===== src/rtl/isa_pkg.sv =====
// Shared ISA definitions for the 9-bit instruction word: formats, error codes,
// loader states and the opcode constants the decoder also imports.
package isa_pkg;

  typedef enum logic [2:0] {
    FMT_RR3 = 3'd0,
    FMT_RR2 = 3'd1,
    FMT_BR  = 3'd2,
    FMT_R1  = 3'd3,
    FMT_MEM = 3'd4
  } fmt_e;

  typedef enum logic [1:0] {
    NONE  = 2'd0,
    FIELD = 2'd1,
    OVF   = 2'd2,
    FMT   = 2'd3
  } err_e;

  typedef enum logic [1:0] {
    S_IDLE = 2'd0,
    S_RUN  = 2'd1,
    S_DONE = 2'd2,
    S_ERR  = 2'd3
  } state_e;

  localparam logic [4:0] OPC_JMP      = 5'b10010;
  localparam logic [4:0] OPC_MEMI     = 5'b11000;
  localparam logic [7:0] MEM_IMM_BASE = 8'd64;
  localparam logic [7:0] MEM_IMM_TOP  = 8'd79;
  // Branch opcodes are 1000x plus JMP; single-register opcodes are 101xx.
  localparam logic [3:0] BR_PREFIX    = 4'b1000;
  localparam logic [2:0] R1_PREFIX    = 3'b101;

endpackage


===== src/rtl/instr_packer.sv =====
// Combinational packer: turns one field-level micro-instruction into a 9-bit
// word and reports the highest-priority encoding error (FMT over FIELD).
module instr_packer
  import isa_pkg::*;
(
  input  logic [2:0] fmt,
  input  logic [4:0] opc,
  input  logic [2:0] ra,
  input  logic [2:0] rb,
  input  logic [7:0] imm,
  output logic [8:0] instr,
  output err_e       err_code
);

  logic [3:0] mem_off_s;

  // Only the low nibble of the data-address offset is encoded.
  assign mem_off_s = imm[3:0] - MEM_IMM_BASE[3:0];

  // Format-dependent packing and range checks.
  always_comb begin
    instr    = 9'h000;
    err_code = NONE;
    case (fmt)
      FMT_RR3: begin
        instr    = {2'b00, opc[0], ra, rb};
        err_code = NONE;
      end
      FMT_RR2: begin
        instr = {2'b01, opc[2:0], ra[1:0], rb[1:0]};
        if (ra[2] || rb[2]) err_code = FIELD;
        else                err_code = NONE;
      end
      FMT_BR: begin
        instr = {opc, imm[3:0]};
        if (!((opc[4:1] == BR_PREFIX) || (opc == OPC_JMP))) err_code = FMT;
        else if (imm > 8'd15)                                 err_code = FIELD;
        else                                                  err_code = NONE;
      end
      FMT_R1: begin
        instr = {opc, 1'b0, ra};
        if (opc[4:2] != R1_PREFIX) err_code = FMT;
        else                       err_code = NONE;
      end
      FMT_MEM: begin
        instr = {OPC_MEMI, mem_off_s};
        if (opc != OPC_MEMI)                                  err_code = FMT;
        else if ((imm < MEM_IMM_BASE) || (imm > MEM_IMM_TOP)) err_code = FIELD;
        else                                                  err_code = NONE;
      end
      default: begin
        instr    = 9'h000;
        err_code = FMT;
      end
    endcase
  end

endmodule


===== src/rtl/instr_encoder_loader.sv =====
// Program loader: accepts micro-instruction beats, packs them, and writes the
// words sequentially into instruction memory, stopping on the first error.
module instr_encoder_loader
  import isa_pkg::*;
#(
  parameter int DEPTH = 256,
  parameter int AW    = $clog2(DEPTH)
) (
  input  logic          clk,
  input  logic          rst_n,
  input  logic          start,
  input  logic [AW-1:0] base_addr,
  input  logic          in_valid,
  output logic          in_ready,
  input  logic [2:0]    in_fmt,
  input  logic [4:0]    in_opc,
  input  logic [2:0]    in_ra,
  input  logic [2:0]    in_rb,
  input  logic [7:0]    in_imm,
  input  logic          in_last,
  output logic          imem_we,
  output logic [AW-1:0] imem_addr,
  output logic [8:0]    imem_wdata,
  output logic          busy,
  output logic          done,
  output logic          err,
  output logic [1:0]    err_code,
  output logic [AW-1:0] err_addr,
  output logic [AW:0]   count
);

  localparam logic [AW-1:0] LAST_ADDR = AW'(DEPTH - 1);

  state_e        state_r,    state_n;
  logic [AW-1:0] wr_ptr_r,   wr_ptr_n;
  logic [AW:0]   count_r,    count_n;
  err_e          err_code_r, err_code_n;
  logic [AW-1:0] err_addr_r, err_addr_n;
  logic          we_r,       we_n;
  logic [AW-1:0] addr_r,     addr_n;
  logic [8:0]    wdata_r,    wdata_n;
  logic [8:0]    pk_instr_s;
  err_e          pk_err_s;

  instr_packer u_packer (
    .fmt      (in_fmt),
    .opc      (in_opc),
    .ra       (in_ra),
    .rb       (in_rb),
    .imm      (in_imm),
    .instr    (pk_instr_s),
    .err_code (pk_err_s)
  );

  // Next-state, pointer, error and write-port decisions.
  always_comb begin
    state_n    = state_r;
    wr_ptr_n   = wr_ptr_r;
    count_n    = count_r;
    err_code_n = err_code_r;
    err_addr_n = err_addr_r;
    we_n       = 1'b0;
    addr_n     = addr_r;
    wdata_n    = wdata_r;
    case (state_r)
      S_IDLE, S_DONE, S_ERR: begin
        if (start) begin
          state_n    = S_RUN;
          wr_ptr_n   = base_addr;
          count_n    = '0;
          err_code_n = NONE;
        end else begin
          state_n    = state_r;
        end
      end
      S_RUN: begin
        if (in_valid && (pk_err_s != NONE)) begin
          state_n    = S_ERR;
          err_code_n = pk_err_s;
          err_addr_n = wr_ptr_r;
        end else if (in_valid) begin
          we_n    = 1'b1;
          addr_n  = wr_ptr_r;
          wdata_n = pk_instr_s;
          count_n = count_r + (AW+1)'(1);
          // The pointer parks at the top address instead of wrapping.
          if (wr_ptr_r != LAST_ADDR) wr_ptr_n = wr_ptr_r + AW'(1);
          else                       wr_ptr_n = wr_ptr_r;
          if (in_last) begin
            state_n = S_DONE;
          end else if (wr_ptr_r == LAST_ADDR) begin
            state_n    = S_ERR;
            err_code_n = OVF;
            err_addr_n = wr_ptr_r;
          end else begin
            state_n = S_RUN;
          end
        end else begin
          state_n = S_RUN;
        end
      end
      default: state_n = S_IDLE;
    endcase
  end

  // State and output registers; reset clears the write strobe immediately.
  always_ff @(posedge clk or negedge rst_n) begin
    if (!rst_n) begin
      state_r    <= S_IDLE;
      wr_ptr_r   <= '0;
      count_r    <= '0;
      err_code_r <= NONE;
      err_addr_r <= '0;
      we_r       <= 1'b0;
      addr_r     <= '0;
      wdata_r    <= 9'h000;
    end else begin
      state_r    <= state_n;
      wr_ptr_r   <= wr_ptr_n;
      count_r    <= count_n;
      err_code_r <= err_code_n;
      err_addr_r <= err_addr_n;
      we_r       <= we_n;
      addr_r     <= addr_n;
      wdata_r    <= wdata_n;
    end
  end

  assign in_ready   = (state_r == S_RUN);
  assign busy       = (state_r == S_RUN);
  assign done       = (state_r == S_DONE);
  assign err        = (state_r == S_ERR);
  assign err_code   = err_code_r;
  assign err_addr   = err_addr_r;
  assign count      = count_r;
  assign imem_we    = we_r;
  assign imem_addr  = addr_r;
  assign imem_wdata = wdata_r;

endmodule


===== config.mk =====
export PLATFORM = sky130hd
export DESIGN_NAME = instr_encoder_loader
export DESIGN_NICKNAME = d
export VERILOG_FILES = /design/src/rtl/isa_pkg.sv /design/src/rtl/instr_packer.sv /design/src/rtl/instr_encoder_loader.sv
export SDC_FILE = /design/constraint.sdc
export NUM_CORES = 1
export LEC_CHECK = 0
export CORE_MARGIN = 3
export CORE_UTILIZATION = 55
export CTS_CLUSTER_SIZE = 30
export DETAILED_ROUTE_END_ITERATION = 10
export DONT_BUFFER_PORTS = 1
export PLACE_DENSITY = 0.7
export SLEW_MARGIN = 20
export SYNTH_ARGS = -nofsm -noshare
export SYNTH_HDL_FRONTEND = slang
export SYNTH_SLANG_ARGS = --single-unit

===== constraint.sdc =====
create_clock -name clk -period 6.2 [get_ports clk]
set_input_delay 1.24 -clock clk [delete_from_list [all_inputs] [get_ports clk]]
set_output_delay 1.24 -clock clk [all_outputs]
set_load 0.01 [all_outputs]

* Word-level counts from Yosys, hierarchy flattened
Cells that the tools add are included.
Word-level totals: bits in registers 47, input port bits 35, output and inout bits 41, word-level logic and storage cells 86
Operators by class: add/sub/neg operators 2, order comparisons 3, equality and inequality tests 21, mux-type cells 36, bitwise gates (word level) 1, reduce and logical (&&, ||, !) cells 15
Operators by type and width (number):
- $mux W8 | 8
- $pmux W9 S5 | 1
- $mux W9 | 3
- $mux W2 | 13
- $pmux W9 S2 | 1
- $pmux W8 S2 | 1
- $reduce_and A4 Y1 | 3
- $pmux W2 S5 | 1
- $add A9 B1 Y9 const B | 1
- $add A8 B1 Y8 const B | 1
- $eq A8 B8 Y1 const B | 1
- $gt A8 B4 Y1 const B | 1
- $gt A8 B7 Y1 const B | 1
- $lt A8 B7 Y1 const B | 1
- $ne A8 B8 Y1 const B | 1
- $pmux W2 S2 | 2
- $eq A3 B2 Y1 const B | 2
- $mux W1 | 6
- $ne A2 B2 Y1 const B | 3
- $ne A3 B2 Y1 const B | 2
- $reduce_and A3 Y1 | 2
- $reduce_bool A2 Y1 | 3
- $eq A5 B5 Y1 const B | 1
- $ne A5 B5 Y1 const B | 1
- other kinds (14) | 18

* Logic depth before layout (Yosys ltp)
word-level depth 9, depth in mapped cells 9, mapped depth without buffers 7

* Cells and area by module
A second synthesis with hierarchy kept.
Second synthesis, totals: cell total of the unflattened synthesis 272, area total of the unflattened synthesis 2539.9 µm²
By module, submodules not included:
- instr_encoder_loader | instances 1, cells an instance 219, area each 2200.9 µm², seq. area each 1176.1 µm²
- instr_packer | instances 1, cells an instance 53, area each 339.1 µm², seq. area each 0.0 µm²

* Least setup slack after synthesis
Ideal clock, no wire load.
path kind input -> register, start point input in_fmt[1], end point register count_r[8], in the netlist count[8], library setup time 0.074 ns, arrival 3.070 ns, required time 6.126 ns, path slack 3.056 ns, stages on the path 8, buffers on the path 2, cell sequence buf_4 -> nand2b_1 -> a211oi_1 -> or4_1 -> buf_2 -> or4_4 -> or2_1 -> a21oi_2
Between the ends: longest elaborated chain between the ends 6, elaborated cells between the ends (all ways) 10, classes of those cells 5 x eq/ne; 1 x mux; 4 x reduce/logical
Ends and longest elaborated chain:
- start, declared | RTL line instr_encoder_loader.sv:15 | input logic [2:0] in_fmt,
- $eq A3 B3 Y1, or another cell as far along | RTL line instr_packer.sv:24 | case (fmt)
- $pmux W2 S5 (*) | RTL line instr_packer.sv:24
- $reduce_bool A2 Y1 (*) | RTL line instr_encoder_loader.sv:77 | if (in_valid && (pk_err_s != NONE)) begin
- $logic_and A1 B1 Y1 (*) | RTL line instr_encoder_loader.sv:77
- $ne A2 B2 Y1 (no source line) (*)
- $reduce_and A3 Y1 (no source line) (*)
- end signal, assigned | RTL line instr_encoder_loader.sv:120 | count_r <= count_n;
- end, declared | RTL line instr_encoder_loader.sv:36 | logic [AW:0] count_r, count_n;
Mark *: on every way between the ends. The rest lies on a longest branch, timed or not. A chain may end at the register's enable or synchronous reset.

* Worst setup path in the final report
start point input in_imm[7], end point register addr_r[6], in the netlist imem_addr[6]
Between the ends: longest elaborated chain between the ends 9, elaborated cells between the ends (all ways) 13, classes of those cells 3 x order compare; 5 x mux; 1 x bitwise; 4 x reduce/logical
Ends and longest elaborated chain:
- start, declared | RTL line instr_encoder_loader.sv:19 | input logic [7:0] in_imm,
- $lt A8 B7 Y1 / $gt A8 B7 Y1 (equally long branches) | RTL line instr_packer.sv:48 | else if ((imm < MEM_IMM_BASE) || (imm > MEM_IMM_TOP)) err_code = FIELD;
- $logic_or A1 B1 Y1 | RTL line instr_packer.sv:48
- $mux W1 | RTL line instr_packer.sv:48
- $mux W2 | RTL line instr_packer.sv:47 | if (opc != OPC_MEMI) err_code = FMT;
- $pmux W2 S5 (*) | RTL line instr_packer.sv:24
- $reduce_bool A2 Y1 (*) | RTL line instr_encoder_loader.sv:77
- $logic_and A1 B1 Y1 (*) | RTL line instr_encoder_loader.sv:77
- $not A1 Y1 (no source line) (*)
- $reduce_and A3 Y1 (no source line) (*)
- end signal, assigned | RTL line instr_encoder_loader.sv:124 | addr_r <= addr_n;
- end, declared | RTL line instr_encoder_loader.sv:40 | logic [AW-1:0] addr_r, addr_n;
Marks and branches as above.

==> reports/summary.json <==
{
  "clock_latency": {"value": 0.31, "unit": "ns"},
  "run_status": {"value": "finished clean"},
  "port-buffer-count": {"value": 0},
  "synthMostInstantiatedCell": {"value": "sky130_fd_sc_hd__dfrtp_1"},
  "cts_resized": {"value": 0},
  "routedLengthMet1": {"value": 2.42, "unit": "mm"},
  "rows": {"value": 24},
  "timing.final.hold_violations": {"value": 0},
  "max_cap_check_violation_count": {"value": 0},
  "drtAntennaViolNets": {"value": 0},
  "static-leakage-power": {"value": 1.11, "unit": "nW"},
  "syn-mean-instance-area": {"value": 10.2, "unit": "µm²"},
  "highest_layer": {"value": "met4"},
  "finalMaxSlewViolations": {"value": 0},
  "totalWireLength": {"value": 5.73, "unit": "mm"},
  "synthArstFlopShare": {"value": 1.00},
  "setup_ws": {"value": 2.76, "unit": "ns"},
  "setup_viol": {"value": 0},
  "top_post_synthesis_cells_by_area": {"value": "sky130_fd_sc_hd__dfrtp_1 (46%), sky130_fd_sc_hd__mux2_2 (9.8%), sky130_fd_sc_hd__nor2_1 (2.7%)"},
  "synth_cells": {"value": 247},
  "timing_worst_setup_path_type": {"value": "primary input to flop"},
  "critical_path_buf_inv_count": {"value": 1},
  "max_clock_buf_depth": {"value": 2},
  "root_buffer": {"value": "sky130_fd_sc_hd__clkbuf_8"},
  "firstDrtPassIters": {"value": 4},
  "grt_max_degree": {"value": 48},
  "synth_enable_flop_cells": {"value": 0},
  "detailroute.via_count": {"value": 1921},
  "worst-path-max-fanout": {"value": 18},
  "ir_drop": {"value": 228, "unit": "µV"},
  "clock_transition_at_the_register_clock_pins_on_the_worst_setup_and_hold_paths_after_cts": {"value": 0.09, "unit": "ns"},
  "dpl_worst_slack": {"value": 2.43, "unit": "ns"},
  "global_route.usage.total": {"value": 0.225},
  "timing.hold.worst.class": {"value": "flop to flop"},
  "syn_std_cell_area": {"value": 0.00253, "unit": "mm²"},
  "final_cell_area": {"value": 0.00263, "unit": "mm²"},
  "htree_levels": {"value": 2},
  "wire_length_of_the_first_global_routing_pass": {"value": 9.37, "unit": "mm"},
  "filler_cell_count": {"value": 401},
  "setup_total_negative_slack": {"value": 0, "unit": "ns"},
  "required": {"value": 6.39, "unit": "ns"},
  "drt-vias-per-instance": {"value": 6.53},
  "final_period_minus_worst_setup_slack": {"value": 3.44, "unit": "ns"},
  "routed-wl-met2": {"value": 2.62, "unit": "mm"},
  "netlist-cell-type-count": {"value": 59},
  "wl_met3": {"value": 624, "unit": "µm"},
  "detailed_place.area": {"value": 0.00253, "unit": "mm²"},
  "fp.dieW": {"value": 73.8, "unit": "µm"},
  "post-synth-top-area-cell": {"value": "sky130_fd_sc_hd__dfrtp_1"},
  "cell_type_group_with_the_largest_total_delay_on_the_critical_path": {"value": "simple AND/OR/NAND/NOR gates"},
  "worstPathCellList": {"value": "nor3_1 -> a2111oi_0 -> or4_1 -> nor2_2 -> buf_4 -> mux2_2"},
  "endpoint_kind": {"value": "flop"},
  "startpoint_type": {"value": "primary input"},
  "fraction_of_final_layout_cells_sized_beyond_drive_strength_1": {"value": 0.165},
  "finalCritPeriodShare": {"value": 0.555},
  "timing.clock.skew": {"value": 0.00970, "unit": "ns"},
  "yosysTopAreaCellShare": {"value": 0.465},
  "core_area": {"value": 0.00441, "unit": "mm²"},
  "fmaxAchievable": {"value": 290, "unit": "MHz"},
  "initial_core_util": {"value": 0.573},
  "dp.final_hpwl": {"value": 4.04, "unit": "mm"},
  "max_slew_margin": {"value": 0.341},
  "synthToLayoutAreaGrowth": {"value": 3.90, "unit": "%"},
  "post_synth_most_frequent_cells": {"value": "sky130_fd_sc_hd__dfrtp_1 (47), sky130_fd_sc_hd__mux2_2 (22), sky130_fd_sc_hd__nor2_1 (18)"},
  "total_die_area": {"value": 0.00545, "unit": "mm²"},
  "grt_pass1_vias": {"value": 1784},
  "power_per_cell_area": {"value": 353, "unit": "mW/mm²"},
  "worst_ep_arrival_time": {"value": 3.64, "unit": "ns"},
  "holdBufCountCts": {"value": 0},
  "critical_path.max_stage_delay": {"value": 0.63, "unit": "ns"},
  "post_cts_buffers": {"value": 0},
  "synthesis.nets": {"value": 284},
  "die-height": {"value": 73.8, "unit": "µm"},
  "cts_inserted_buffers": {"value": 5},
  "synth.yosys.warnings": {"value": 0},
  "clkSinkCount": {"value": 47},
  "cpMaxStageDelayCell": {"value": "sky130_fd_sc_hd__or4_1"},
  "diodes": {"value": 0},
  "rsz_0062_raised_after_global_routing": {"value": "false"},
  "gpl.final_weighted_congestion": {"value": 0.811},
  "synth-main-ff-cell": {"value": "sky130_fd_sc_hd__dfrtp_1"},
  "cts_tree": {"value": "done"},
  "antenna_found_initial": {"value": 0},
  "synth_seq_cells": {"value": 47},
  "routedWlPerCell": {"value": 19.5, "unit": "µm"},
  "starting_drt_drc_count": {"value": 179},
  "grt_overflow_total": {"value": 0},
  "residual_drc": {"value": 0},
  "floorplan.io_pins": {"value": 76},
  "least_margin_pin_slew": {"value": 0.986, "unit": "ns"},
  "synth-seq-area-share": {"value": 0.465},
  "final_nets": {"value": 278}
}
[layer usage]
metal | global-route usage | vias to the layer above
li1 | - | 901
met1 | 0.305 | 932
met2 | 0.334 | 82
met3 | 0.0944 | 6
met4 | 0.0543 | 0
met5 | 0 | -
[cells by family (layout without fill, tap and decap cells)]
family,count (synthesis),count (layout),synth area share
compound gates,53,53,0.143
xor+xnor,3,3,0.0104
fa+ha+maj,2,2,0.00988
buf+inv,21,16,0.0391
flops,47,47,0.465
mux,29,29,0.131
simple gates,92,92,0.203
[cell usage in the layout (no fill, tap or decap), types with 2 or more instances in the layout]
| master | n |
|---|---|
| sky130_fd_sc_hd__xor2_1 | 2 |
| sky130_fd_sc_hd__or3_1 | 2 |
| sky130_fd_sc_hd__nor3_1 | 7 |
| sky130_fd_sc_hd__a211oi_1 | 5 |
| sky130_fd_sc_hd__nand2b_1 | 6 |
| sky130_fd_sc_hd__a31oi_1 | 5 |
| sky130_fd_sc_hd__nand3_1 | 6 |
| sky130_fd_sc_hd__and2_1 | 4 |
| sky130_fd_sc_hd__o21ai_0 | 11 |
| sky130_fd_sc_hd__o21a_1 | 3 |
| sky130_fd_sc_hd__nor4b_1 | 2 |
| sky130_fd_sc_hd__mux2_2 | 22 |
| sky130_fd_sc_hd__mux2i_1 | 6 |
| sky130_fd_sc_hd__nor3b_1 | 2 |
| sky130_fd_sc_hd__o211a_1 | 2 |
| sky130_fd_sc_hd__o211ai_1 | 3 |
| sky130_fd_sc_hd__ha_1 | 2 |
| sky130_fd_sc_hd__a21oi_1 | 9 |
| sky130_fd_sc_hd__and3_1 | 7 |
| sky130_fd_sc_hd__nand2_1 | 16 |
| sky130_fd_sc_hd__clkbuf_8 | 6 |
| sky130_fd_sc_hd__inv_1 | 7 |
| sky130_fd_sc_hd__nor2b_1 | 2 |
| sky130_fd_sc_hd__dfrtp_1 | 47 |
| sky130_fd_sc_hd__nand4_1 | 6 |
| sky130_fd_sc_hd__a32oi_1 | 2 |
| sky130_fd_sc_hd__nor2_1 | 18 |
[per-stage QoR]
step	power [mW]	std cells	util	hold slack, ns
2_1_floorplan	0.685	247	-	0.519
6_report	0.929	294	0.596	0.577
3_5_place_dp	0.737	286	0.573	0.563
4_1_cts	0.934	294	0.596	0.583
5_1_grt	0.990	294	0.596	0.598
3_3_place_gp	0.727	286	0.573	0.556
[layout make-up]
class / instances / area (µm²) / share of cell area
inverters: 7 / 26.3 / 0.00999
well taps: 52 / 65.1 / 0.0247
multi-input cells: 179 / 1260 / 0.478
flip-flops and latches: 47 / 1180 / 0.447
clock inverters: 2 / 16.3 / 0.00618
repair buffers: 1 / 7.51 / 0.00285
clock buffers: 6 / 82.6 / 0.0314
[final timing paths]
path | from | slack [ns] | depth (start not counted) | end
max | in_imm[7] | 2.76 | 6 | imem_addr[6]$_DFFE_PN0P_
min | imem_wdata[0]$_DFFE_PN0P_ | 0.58 | 1 | imem_wdata[0]$_DFFE_PN0P_
max reg2reg | state_r[1]$_DFFE_PN0N_ | 3.00 | 6 | imem_addr[6]$_DFFE_PN0P_
min reg2reg | imem_wdata[0]$_DFFE_PN0P_ | 0.58 | 1 | imem_wdata[0]$_DFFE_PN0P_
max in group asynchronous | rst_n | 5.49 | 0 | count[2]$_DFFE_PN0P_
min in group asynchronous | rst_n | 0.62 | 0 | state_r[1]$_DFFE_PN0N_
[power by group]
group / total, mW / internal (mW) / switching, mW / leakage (nW)
logic: 0.187 / 0.103 / 0.0845 / 0.494
registers: 0.542 / 0.408 / 0.134 / 0.572
clock network: 0.200 / 0.0912 / 0.109 / 0.0474
total: 0.929 / 0.602 / 0.327 / 1.11
[flip-flops by register name (all words and copies together) (netlist names)]
| register | cells |
|---|---|
| wr_ptr_r | 8 |
| state_r | 2 |
| err_addr | 8 |
| err_code | 2 |
| imem_we | 1 |
| imem_addr | 8 |
| count | 9 |
| imem_wdata | 9 |
[worst register-to-register path: cells and delay by family, from the launching register on]
kind	cells	cell delay (ns)
buffers and inverters	1	0.37
flip-flops	1	0.42
multiplexers	1	0.38
AND/OR/NAND/NOR	4	1.92
Power figures use the tool's default switching activity.
